$ cat src/rtl/pll_ce_sequencer.sv
// ---------------------------------------------------------------------------
// pll_ce_sequencer
//
// Models a multi-output PLL inside a single clock domain: a lock sequencer
// followed by CHANNELS divided clock-enable strobes, each with a
// programmable divide ratio and phase offset. Each channel owns a capture
// register that samples the synchronised input pipeline when its strobe fires.
//
// Ports
//   clk        in   1               sole clock, rising edge
//   cpu_reset  in   1               asynchronous active-high reset of all state
//   pll_rst    in   1               synchronous restart of the lock sequence
//   data_in    in   WIDTH           input data
//   data_sync  out  WIDTH           data_in after SYNC_STAGES registers
//   locked     out  1               lock indicator (registered)
//   ce         out  CHANNELS        per-channel registered one-cycle strobes
//   data_out   out  CHANNELS*WIDTH  per-channel captured data, field i at
//                                   [i*WIDTH +: WIDTH]
//
// Handshake: there is no valid/ready pair. ce[i] acts as a valid qualifier
// for channel i; downstream logic must accept on every cycle ce[i] is high.
// ---------------------------------------------------------------------------
module pll_ce_sequencer #(
  parameter int                          CHANNELS    = 3,
  parameter int                          WIDTH       = 1,
  parameter int                          DIV_W       = 8,
  parameter logic [CHANNELS*DIV_W-1:0]   DIVIDE      = {8'd6, 8'd3, 8'd12},
  parameter logic [CHANNELS*DIV_W-1:0]   PHASE       = {8'd1, 8'd0, 8'd3},
  parameter int                          LOCK_CYCLES = 16,
  parameter int                          SYNC_STAGES = 2
) (
  input  logic                      clk,
  input  logic                      cpu_reset,
  input  logic                      pll_rst,
  input  logic [WIDTH-1:0]          data_in,
  output logic [WIDTH-1:0]          data_sync,
  output logic                      locked,
  output logic [CHANNELS-1:0]       ce,
  output logic [CHANNELS*WIDTH-1:0] data_out
);

  // -------------------------------------------------------------------------
  // Elaboration-time parameter checks
  // -------------------------------------------------------------------------
  if (CHANNELS < 1 || CHANNELS > 16) begin : g_bad_channels
    $error("pll_ce_sequencer: CHANNELS must be in 1..16");
  end
  if (LOCK_CYCLES < 1) begin : g_bad_lock
    $error("pll_ce_sequencer: LOCK_CYCLES must be >= 1");
  end
  if (SYNC_STAGES < 1) begin : g_bad_sync
    $error("pll_ce_sequencer: SYNC_STAGES must be >= 1");
  end

  // -------------------------------------------------------------------------
  // Input pipeline: free-running shift chain, independent of lock state
  // -------------------------------------------------------------------------
  logic [WIDTH-1:0] sync_q [SYNC_STAGES];

  always_ff @(posedge clk or posedge cpu_reset) begin
    if (cpu_reset) begin
      for (int s = 0; s < SYNC_STAGES; s++) sync_q[s] <= '0;
    end else begin
      sync_q[0] <= data_in;
      for (int s = 1; s < SYNC_STAGES; s++) sync_q[s] <= sync_q[s-1];
    end
  end

  assign data_sync = sync_q[SYNC_STAGES-1];

  // -------------------------------------------------------------------------
  // Lock sequencer
  // -------------------------------------------------------------------------
  localparam int             LCW       = (LOCK_CYCLES > 1) ? $clog2(LOCK_CYCLES) : 1;
  localparam logic [LCW-1:0] LOCK_TERM = LCW'(LOCK_CYCLES - 1);

  typedef enum logic {
    ST_WAIT   = 1'b0,
    ST_LOCKED = 1'b1
  } state_t;

  state_t         state_q, state_d;
  logic [LCW-1:0] lock_cnt_q, lock_cnt_d;

  always_ff @(posedge clk or posedge cpu_reset) begin
    if (cpu_reset) begin
      state_q    <= ST_WAIT;
      lock_cnt_q <= '0;
      locked     <= 1'b0;
    end else begin
      state_q    <= state_d;
      lock_cnt_q <= lock_cnt_d;
      locked     <= (state_d == ST_LOCKED);
    end
  end

  // pll_rst takes priority over the terminal count, so a restart that lands
  // on the lock edge keeps locked low.
  always_comb begin
    state_d    = state_q;
    lock_cnt_d = lock_cnt_q;
    if (pll_rst) begin
      state_d    = ST_WAIT;
      lock_cnt_d = '0;
    end else begin
      case (state_q)
        ST_WAIT: begin
          // Counter saturates at the terminal value instead of wrapping.
          if (lock_cnt_q == LOCK_TERM) state_d = ST_LOCKED;
          else                         lock_cnt_d = lock_cnt_q + LCW'(1);
        end
        ST_LOCKED: state_d = ST_LOCKED;
        default:   state_d = ST_WAIT;
      endcase
    end
  end

  // -------------------------------------------------------------------------
  // Per-channel divider, strobe and capture register
  // -------------------------------------------------------------------------
  for (genvar i = 0; i < CHANNELS; i++) begin : g_ch
    localparam logic [DIV_W-1:0] DIV_I = DIVIDE[i*DIV_W +: DIV_W];
    localparam logic [DIV_W-1:0] PH_I  = PHASE[i*DIV_W +: DIV_W];
    localparam logic [DIV_W-1:0] TOP_I = DIV_I - DIV_W'(1);

    if (DIV_I == '0) begin : g_bad_div
      $error("pll_ce_sequencer: DIVIDE field must be >= 1");
    end
    if (PH_I >= DIV_I) begin : g_bad_phase
      $error("pll_ce_sequencer: PHASE field must be < DIVIDE field");
    end

    logic [DIV_W-1:0] cnt_q;
    logic             ce_q;
    logic [WIDTH-1:0] cap_q;

    // Counters only run while the registered lock flag is high, so every
    // channel leaves 0 on the same edge and the strobes stay phase-aligned.
    always_ff @(posedge clk or posedge cpu_reset) begin
      if (cpu_reset) begin
        cnt_q <= '0;
        ce_q  <= 1'b0;
      end else if (pll_rst || !locked) begin
        cnt_q <= '0;
        ce_q  <= 1'b0;
      end else begin
        cnt_q <= (cnt_q == TOP_I) ? '0 : cnt_q + DIV_W'(1);
        ce_q  <= (cnt_q == PH_I);
      end
    end

    // Capture is deliberately untouched by pll_rst or loss of lock.
    always_ff @(posedge clk or posedge cpu_reset) begin
      if (cpu_reset)  cap_q <= '0;
      else if (ce_q)  cap_q <= data_sync;
    end

    assign ce[i]                      = ce_q;
    assign data_out[i*WIDTH +: WIDTH] = cap_q;
  end

endmodule
$ cat config.mk
export PLATFORM = sky130hd
export DESIGN_NAME = pll_ce_sequencer
export DESIGN_NICKNAME = d
export VERILOG_FILES = /design/src/rtl/pll_ce_sequencer.sv
export SDC_FILE = /design/constraint.sdc
export NUM_CORES = 1
export LEC_CHECK = 0
export ABC_AREA = 0
export ABC_CLOCK_PERIOD_IN_PS = 1900
export CORE_MARGIN = 1.5
export CORE_UTILIZATION = 48
export DETAILED_ROUTE_END_ITERATION = 8
export PLACE_DENSITY = 0.74
export RECOVER_POWER = 100
export SLEW_MARGIN = 30
export SYNTH_ARGS = -nofsm -noshare
export SYNTH_HDL_FRONTEND = slang
export SYNTH_SLANG_ARGS = --single-unit
$ cat constraint.sdc
create_clock -name clk -period 1.9 [get_ports clk]
set_input_delay 0.285 -clock clk [delete_from_list [all_inputs] [get_ports clk]]
set_output_delay 0.285 -clock clk [all_outputs]
set_load 0.02 [all_outputs]
* Yosys cells after proc, flatten, opt, wreduce, memory -nomap -nowiden
Cells that the tools add are included.
** Word-level totals
- Register bits :: 37
- Output and inout bits :: 8
- Word-level logic and storage cells :: 45
** Operators by class
- Equality and inequality tests :: 8
- Multiplexer cells :: 15
- Reduce and logical (&&, ||, !) cells :: 4
- Bitwise operators :: 1
- Add/subtract/negate cells :: 4
** Operator list (number)
- $mux W8 :: 6
- $add A8 B1 Y8 const B :: 3
- $eq A8 B2 Y1 const B :: 2
- $mux W4 :: 3
- $eq A8 B1 Y1 const B :: 1
- $eq A8 B3 Y1 const B :: 1
- $eq A8 B4 Y1 const B :: 1
- $logic_not A8 Y1 :: 1
- $mux W1 :: 5
- $add A4 B1 Y4 const B :: 1
- $eq A4 B4 Y1 const B :: 1
- $ne A2 B2 Y1 const B :: 2
- $pmux W1 S2 :: 1
- $reduce_and A2 Y1 :: 1
- $logic_not A1 Y1 :: 1
- $logic_or A1 B1 Y1 :: 1
- $not A1 Y1 :: 1

* Depth between registers and ports, before layout
Gate-level depths: netlist of the first run.
- Depth in word-level cells :: 4
- Mapped depth :: 5
- Depth with buffers taken out :: 5

* Worst setup path after synthesis of the first run
Ideal clock, no wire load.
- Path type :: flip-flop to flip-flop
- Start point :: register g_ch[0].cnt_q[0]
- End point :: register g_ch[0].cnt_q[3]
- Arrival time :: 1.318 ns
- Cell stages (with the launch flop) :: 5
- Clock period less this slack :: 1.454 ns
- Slack :: 0.446 ns
- Required time :: 1.763 ns
- Setup time :: 0.137 ns
- Path through :: dfrtp_1 -> ha_1 -> or4b_1 -> o311ai_1 -> a21oi_1
** Between the ends
- Cells in the longest elaborated chain, start to end :: 3
- Elaborated cells between the ends (all ways) :: 4
- Classes of those cells :: add/sub: 1; eq/ne: 1; mux: 2
** Ends and longest elaborated chain
- start: declaration :: RTL line 133 : logic [DIV_W-1:0] cnt_q;
- start signal: assignment :: RTL line 147 : cnt_q <= (cnt_q == TOP_I) ? '0 : cnt_q + DIV_W'(1);
- $add A8 B1 Y8 or $eq A8 B4 Y1 (tied branches) :: RTL line 147
- $mux W8 (*) :: RTL line 147
- $mux W8 (*) :: RTL line 143 : end else if (pll_rst || !locked) begin
Every way passes the cells marked *; elsewhere a longest branch is shown, timed or not.
A chain may end at the register's enable or synchronous reset.

==> reports/results.tsv, run 1 <==
metric	value	unit
fin_tns_setup	0	ns
design_area	1910	um^2
drive_above_1_share	0.100	
ant_nets	0	
nNetsFinal	190	
overflow	0	
syn_avg_cell_area	10.5	um^2
pre_cts_ws	0.176	ns
grt_pass1_vias	1311	
hold_viol	0	
path_class	reg -> out	
viasPerCell	5.61	
numCtsBuffers	5	
drc	0	
setup_viol	0	
wl_per_cell	13.7	um
mostFrequentLayoutCell	dfrtp_1	
drt-total-wl	3090	um
start_util	0.511	
worstPathCellList	dlygate4sd3_1	
placed_cells	218	
path_buf_inv	1	
cp-start-kind	register	
synth_cells	167	
cts_tree	yes	
fmax	567	MHz
n_fill_cell	302	
cts_resized	0	
first_pass_iters	5	
boundaryPins	12	
slew_headroom	0.410	
clkTransAtPathRegs	0.12	ns
whs_path_depth	0	
setup_ws	0.137	ns
period_needed	1.76	ns
power_leakage	0.821	nW
area_growth_syn_to_layout	9.46	%
cp_slowest_cell	dlygate4sd3_1	
path_depth	1	
drv_slew	0	
ys_ff_latch	37	
core_area	3420	um^2
setup.worst_path.end_class	output port	
async_flop_share	1.00	
final-seq-area	926	um^2
placed_area	1870	um^2
cts_buffer_depth	2	
post-cts-setup-buffers	0	
peakVddDrop	0.000318	V
finalCritPeriodShare	0.928	
die_y	63.3	um
drt-initial-drc-count	121	
syn_area	1750	um^2
h-tree-depth	2	
gp_congestion	0.824	
synth_ff_type	dfrtp_1	
vias	1268	
final_cells	226	
rows	21	
rsz0062_at_grt	false	
hold_buffers	0	
multi_input_area	717	um^2
antenna_cells	0	
grt_max_degree	38	
dieArea	4010	um^2
track_usage	0.179	
synth_nets	178	
crit_family	buffers and inverters	
crit_required	1.62	ns
tightest_slew	0.885	ns
yosysWarnings	0	
critPathMaxStageDelay	0.70	ns
grt_pass1_wl	5590	um
power_density	659	nW/um^2
rr_worst_depth	3	
seq_area_frac_synth	0.530	
place.port_buffers	11	
antenna_found_initial	0	
skew	0.0126	ns
arrival	1.48	ns
cap_viol_max_count	0	
outcome	finished, final reports clean	
crit_path_max_fanout	6	
synth_edf_count	0	
die_w	63.3	um
synth_cell_types	34	
final_util	0.560	
final_cell_mix	dfrtp_1 (37), nor2_1 (15), a21oi_1 (14)	
cts.sinks	37	
dp_hpwl	2190	um
hold_class	reg -> reg	
clk_latency	0.36	ns
clock-root-buffer	clkbuf_4	
-- flip-flops by register name, indices dropped and copies added, names as in the netlist --
| signal | cells |
|---|---|
| state_q | 1 |
| lock_cnt_q | 4 |
| sync_q | 1 |
| g_ch.cnt_q | 24 |
| g_ch.ce_q | 3 |
| data_sync | 1 |
| g_ch.cap_q | 3 |
-- kinds of logic after synthesis --
| group | count (synthesis) | synth area share |
|---|---|---|
| and+or+nand+nor | 63 | 0.195 |
| DFF | 37 | 0.530 |
| AOI/OAI and AO/OA | 31 | 0.111 |
| buffers and inverters | 18 | 0.0516 |
| adders and majority gates | 7 | 0.0501 |
| xor gates and xnor gates | 6 | 0.0301 |
| muxes | 5 | 0.0322 |
-- routing by layer --
layer  routed length, um  GRT usage  vias to the layer above
li1                    -          -                      608
met1                1360      0.208                      621
met2                1520      0.292                       26
met3                  96     0.0446                       13
met4                 106      0.117                        0
met5                   0          0                        -
-- Yosys cell counts (2+ instances only) --
master | count | area [um^2]
o21ai_0 | 11 | 55.1
nand3_1 | 12 | 60.1
a21oi_1 | 14 | 70.1
nor3_1 | 4 | 20.0
nand4_1 | 3 | 18.8
nor2b_1 | 2 | 12.5
xnor2_1 | 2 | 17.5
inv_1 | 11 | 41.3
ha_1 | 7 | 87.6
xor2_1 | 4 | 35.0
nor4_1 | 2 | 12.5
buf_4 | 6 | 45.0
dfrtp_1 | 37 | 926
nand2_1 | 7 | 26.3
mux2_2 | 5 | 56.3
or3_1 | 8 | 50.1
nor2_1 | 15 | 56.3
-- worst paths after layout --
path	from	end	slack (ns)
setup / recovery	state_q$_DFF_PP0_	locked	0.14
max in group asynchronous	cpu_reset	g_ch[1].cnt_q[1]$_DFF_PP0_	0.73
hold / removal	sync_q[1]$_DFF_PP0_	data_sync$_DFF_PP0_	0.37
hold reg to reg	sync_q[1]$_DFF_PP0_	data_sync$_DFF_PP0_	0.37
setup reg to reg	g_ch[2].cnt_q[4]$_DFF_PP0_	g_ch[2].cnt_q[6]$_DFF_PP0_	0.19
min in group asynchronous	cpu_reset	g_ch[2].cnt_q[4]$_DFF_PP0_	0.62
-- through the flow --
| stage | hold WS, ns | total power, mW |
|---|---|---|
| finish | 0.368 | 1.26 |
| global route | 0.385 | 1.32 |
| CTS | 0.328 | 1.28 |
| detailed placement | 0.343 | 0.869 |
| global placement | 0.340 | 0.867 |
| floorplan | 0.316 | 0.850 |
-- report_power, final --
| group | leakage [nW] | total, mW | switching [mW] | internal (mW) |
|---|---|---|---|---|
| clock | 0.0310 | 0.411 | 0.272 | 0.139 |
| combinational | 0.281 | 0.0456 | 0.0274 | 0.0182 |
| sequential | 0.509 | 0.803 | 0.00642 | 0.797 |
| total | 0.821 | 1.26 | 0.305 | 0.954 |
-- layout make-up --
| class | instances | area share |
|---|---|---|
| Sequential cell | 37 | 0.484 |
| Clock inverter | 3 | 0.00916 |
| Inverter | 11 | 0.0216 |
| Clock buffer | 5 | 0.0196 |
| Timing Repair Buffer | 12 | 0.0602 |
| Multi-Input combinational cell | 112 | 0.375 |
| Tap cell | 46 | 0.0301 |
Power figures use the tool's default switching activity.
==> run 2, diff against run 1 <==
--- a/config.mk
+++ b/config.mk
@@ -6,7 +6,7 @@
 export NUM_CORES = 1
 export LEC_CHECK = 0
 export ABC_AREA = 0
-export ABC_CLOCK_PERIOD_IN_PS = 1900
+export CAP_MARGIN = 0
 export CORE_MARGIN = 1.5
 export CORE_UTILIZATION = 48
 export DETAILED_ROUTE_END_ITERATION = 8
==> results of run 2 <==
Final layout, timing and power as in run 1 (identical DEF).
==> run 3, diff against run 2 <==
--- a/config.mk
+++ b/config.mk
@@ -6,11 +6,10 @@
 export NUM_CORES = 1
 export LEC_CHECK = 0
 export ABC_AREA = 0
-export CAP_MARGIN = 0
 export CORE_MARGIN = 1.5
-export CORE_UTILIZATION = 48
+export CORE_UTILIZATION = 57
 export DETAILED_ROUTE_END_ITERATION = 8
-export PLACE_DENSITY = 0.74
+export PLACE_DENSITY = 0.85
 export RECOVER_POWER = 100
 export SLEW_MARGIN = 30
 export SYNTH_ARGS = -nofsm -noshare
==> run 3 against run 2 <==
Compared with the run above: clock-buffer cell count stayed put; flip-flop and latch count stayed put; utilization is 13 points higher; combinational power is 2% higher; first-iteration DRC count is 31% lower; non-clock buffer count stayed put; total power is 23% higher; cell count is 6.6% lower; worst hold slack worse by 0.0058 ns; global-route usage is 4.6 points higher; maximum frequency is 1.8% lower; via count hardly changed.
==> reports/results.tsv, run 3 (same netlist as run 1, synthesis figures left out) <==
metric	value	unit	change
fmax	557	MHz	-1.8%
setup_viol	0		unchanged
die_w	58.4	um	-7.8%
clkTransAtPathRegs	0.13	ns	about the same
reg2reg_to	g_ch[0].cnt_q[3]$_DFF_PP0_		
fin_tns_setup	0	ns	unchanged
grt_pass1_vias	1247		-4.9%
min_from	sync_q[1]$_DFF_PP0_		
nNetsFinal	190		unchanged
cp_slowest_cell	dlygate4sd3_1		
boundaryPins	12		unchanged
arrival	1.51	ns	+0.03 ns
h-tree-depth	2		unchanged
die_y	58.4	um	-7.8%
setup.worst_path.end_class	output port		
overflow	0		unchanged
wl_met1	1360	um	about the same
grt_max_degree	38		unchanged
cap_viol_max_count	0		unchanged
setup_ws	0.104	ns	-0.0325 ns
multi_input_area	721	um^2	+0.52%
p_comb_frac	0.030		-0.006
cts.sinks	37		unchanged
dr_wl_met3	144	um	+50%
reg2reg_slack	0.22	ns	+0.03 ns
cp-start-kind	register		
post-cts-setup-buffers	0		unchanged
ant_nets	0		unchanged
hold_viol	0		unchanged
area_growth_syn_to_layout	11.5	%	
crit_family	buffers and inverters		
tightest_slew	0.864	ns	-0.0208 ns
wl_per_cell	15.1	um	+11%
drc	0		unchanged
cts_buffer_depth	2		unchanged
first_pass_iters	4		-1
drt-total-wl	3180	um	+3.2%
crit_path_max_fanout	6		unchanged
viasPerCell	6.01		+7.2%
place.port_buffers	11		unchanged
rows	19		-9.5%
cts_resized	0		unchanged
hold_buffers	0		unchanged
power_leakage	0.844	nW	+2.8%
met2_wirelength	1590	um	+4.6%
drv_slew	0		unchanged
rsz0062_at_grt	false		
rr_worst_depth	4		+1
path_class	reg -> out		
worstReg2RegStart	g_ch[0].cnt_q[0]$_DFF_PP0_		
largest_register_ffs	24		unchanged
clock_power_share	0.453		+0.127
slew_headroom	0.424		+0.0138
clock-root-buffer	clkbuf_4		
clk_latency	0.36	ns	about the same
holdPathEnd	data_sync$_DFF_PP0_		
intPower	1.23	mW	+29%
power.switching	0.324	mW	+6.0%
finalCritPeriodShare	0.945		+0.0171
grt_pass1_wl	5580	um	-0.25%
numCtsBuffers	5		unchanged
crit_required	1.62	ns	about the same
outcome	finished, final reports clean		
antenna_cells	0		unchanged
dp_hpwl	2270	um	+3.6%
critPathMaxStageDelay	0.70	ns	about the same
worstPathCellList	dlygate4sd3_1		
top_regs	g_ch.cnt_q: 24 flops, lock_cnt_q: 4 flops		
final_cell_mix	dfrtp_1 (37), nor2_1 (15), a21oi_1 (14)		
track_usage	0.225		+0.0458
pre_cts_ws	0.162	ns	-0.0137 ns
largest-register	g_ch.cnt_q		
drt-initial-drc-count	83		-31%
start_util	0.617		+0.106
cts_tree	yes		
n_fill_cell	198		-34%
vias	1269		+0.079%
mostFrequentLayoutCell	dfrtp_1		
core_area	2830	um^2	-17%
gp_congestion	0.848		+2.9%
sequentialPowerShare	0.517		-0.121
final-seq-area	926	um^2	unchanged
hold_class	reg -> reg		
top_layer_used	met4		
power_density	797	nW/um^2	+21%
skew	0.0113	ns	-0.00128 ns
path_buf_inv	1		unchanged
swShare	0.208		-0.0339
final_util	0.689		+0.129
period_needed	1.80	ns	+0.0325 ns
path_depth	1		unchanged
antenna_found_initial	0		unchanged
whs_path_depth	0		unchanged
dieArea	3410	um^2	-15%
drive_above_1_share	0.106		+0.00556
peakVddDrop	0.000602	V	+89%
## run 3: cell count changes in the layout (fill, tap and decap cells not counted)
cell | previous run | this run
bufinv_16 | 0 | 2
clkinv_2 | 2 | 0
clkdlybuf4s50_1 | 0 | 1
clkinvlp_4 | 1 | 0
dlygate4sd3_1 | 11 | 10
inv_6 | 0 | 1
or4_1 | 1 | 0
or4_4 | 0 | 1
## run 3: routing by layer
metal,GRT usage,up-vias
met3,0.0549,9
li1,-,614
met4,0.156,0
met1,0.269,609
met2,0.356,37
met5,0,-
## run 3: stage by stage
stage          hold WS, ns  area, um^2  total power [mW]  cells
5_1_grt              0.386        1950              1.59    211
4_1_cts              0.334        1960              1.57    211
3_3_place_gp         0.338        1850             0.867    203
6_report             0.362        1950              1.55    211
2_1_floorplan        0.316        1750             0.850    167
3_5_place_dp         0.335        1850             0.870    203
## run 3: final cells by class
| class | instances | share of cell area |
|---|---|---|
| Multi-Input combinational cell | 112 | 0.370 |
| Clock inverter | 3 | 0.0353 |
| Timing Repair Buffer | 12 | 0.0591 |
| Inverter | 11 | 0.0212 |
| Clock buffer | 5 | 0.0193 |
| Tap cell | 31 | 0.0199 |
| Sequential cell | 37 | 0.475 |
## run 3: worst max path at each step
stage	end	slack (ns)	startpoint
after global placement	g_ch[1].cnt_q[5]$_DFF_PP0_	0.25	pll_rst
after CTS	locked	0.11	state_q$_DFF_PP0_
final	locked	0.10	state_q$_DFF_PP0_
after floorplan	g_ch[0].cnt_q[3]$_DFF_PP0_	0.45	g_ch[0].cnt_q[0]$_DFF_PP0_
after global routing	locked	0.07	state_q$_DFF_PP0_
after detailed placement	g_ch[0].cnt_q[5]$_DFF_PP0_	0.16	pll_rst
## run 3: power groups by stage
stage                     Clock, mW  Combinational [mW]  Sequential (mW)
after global routing          0.735              0.0532            0.805
final                         0.703              0.0467            0.803
after global placement            0              0.0489            0.818
after CTS                     0.713              0.0515            0.803
after detailed placement          0              0.0517            0.818
after floorplan                   0              0.0311            0.819
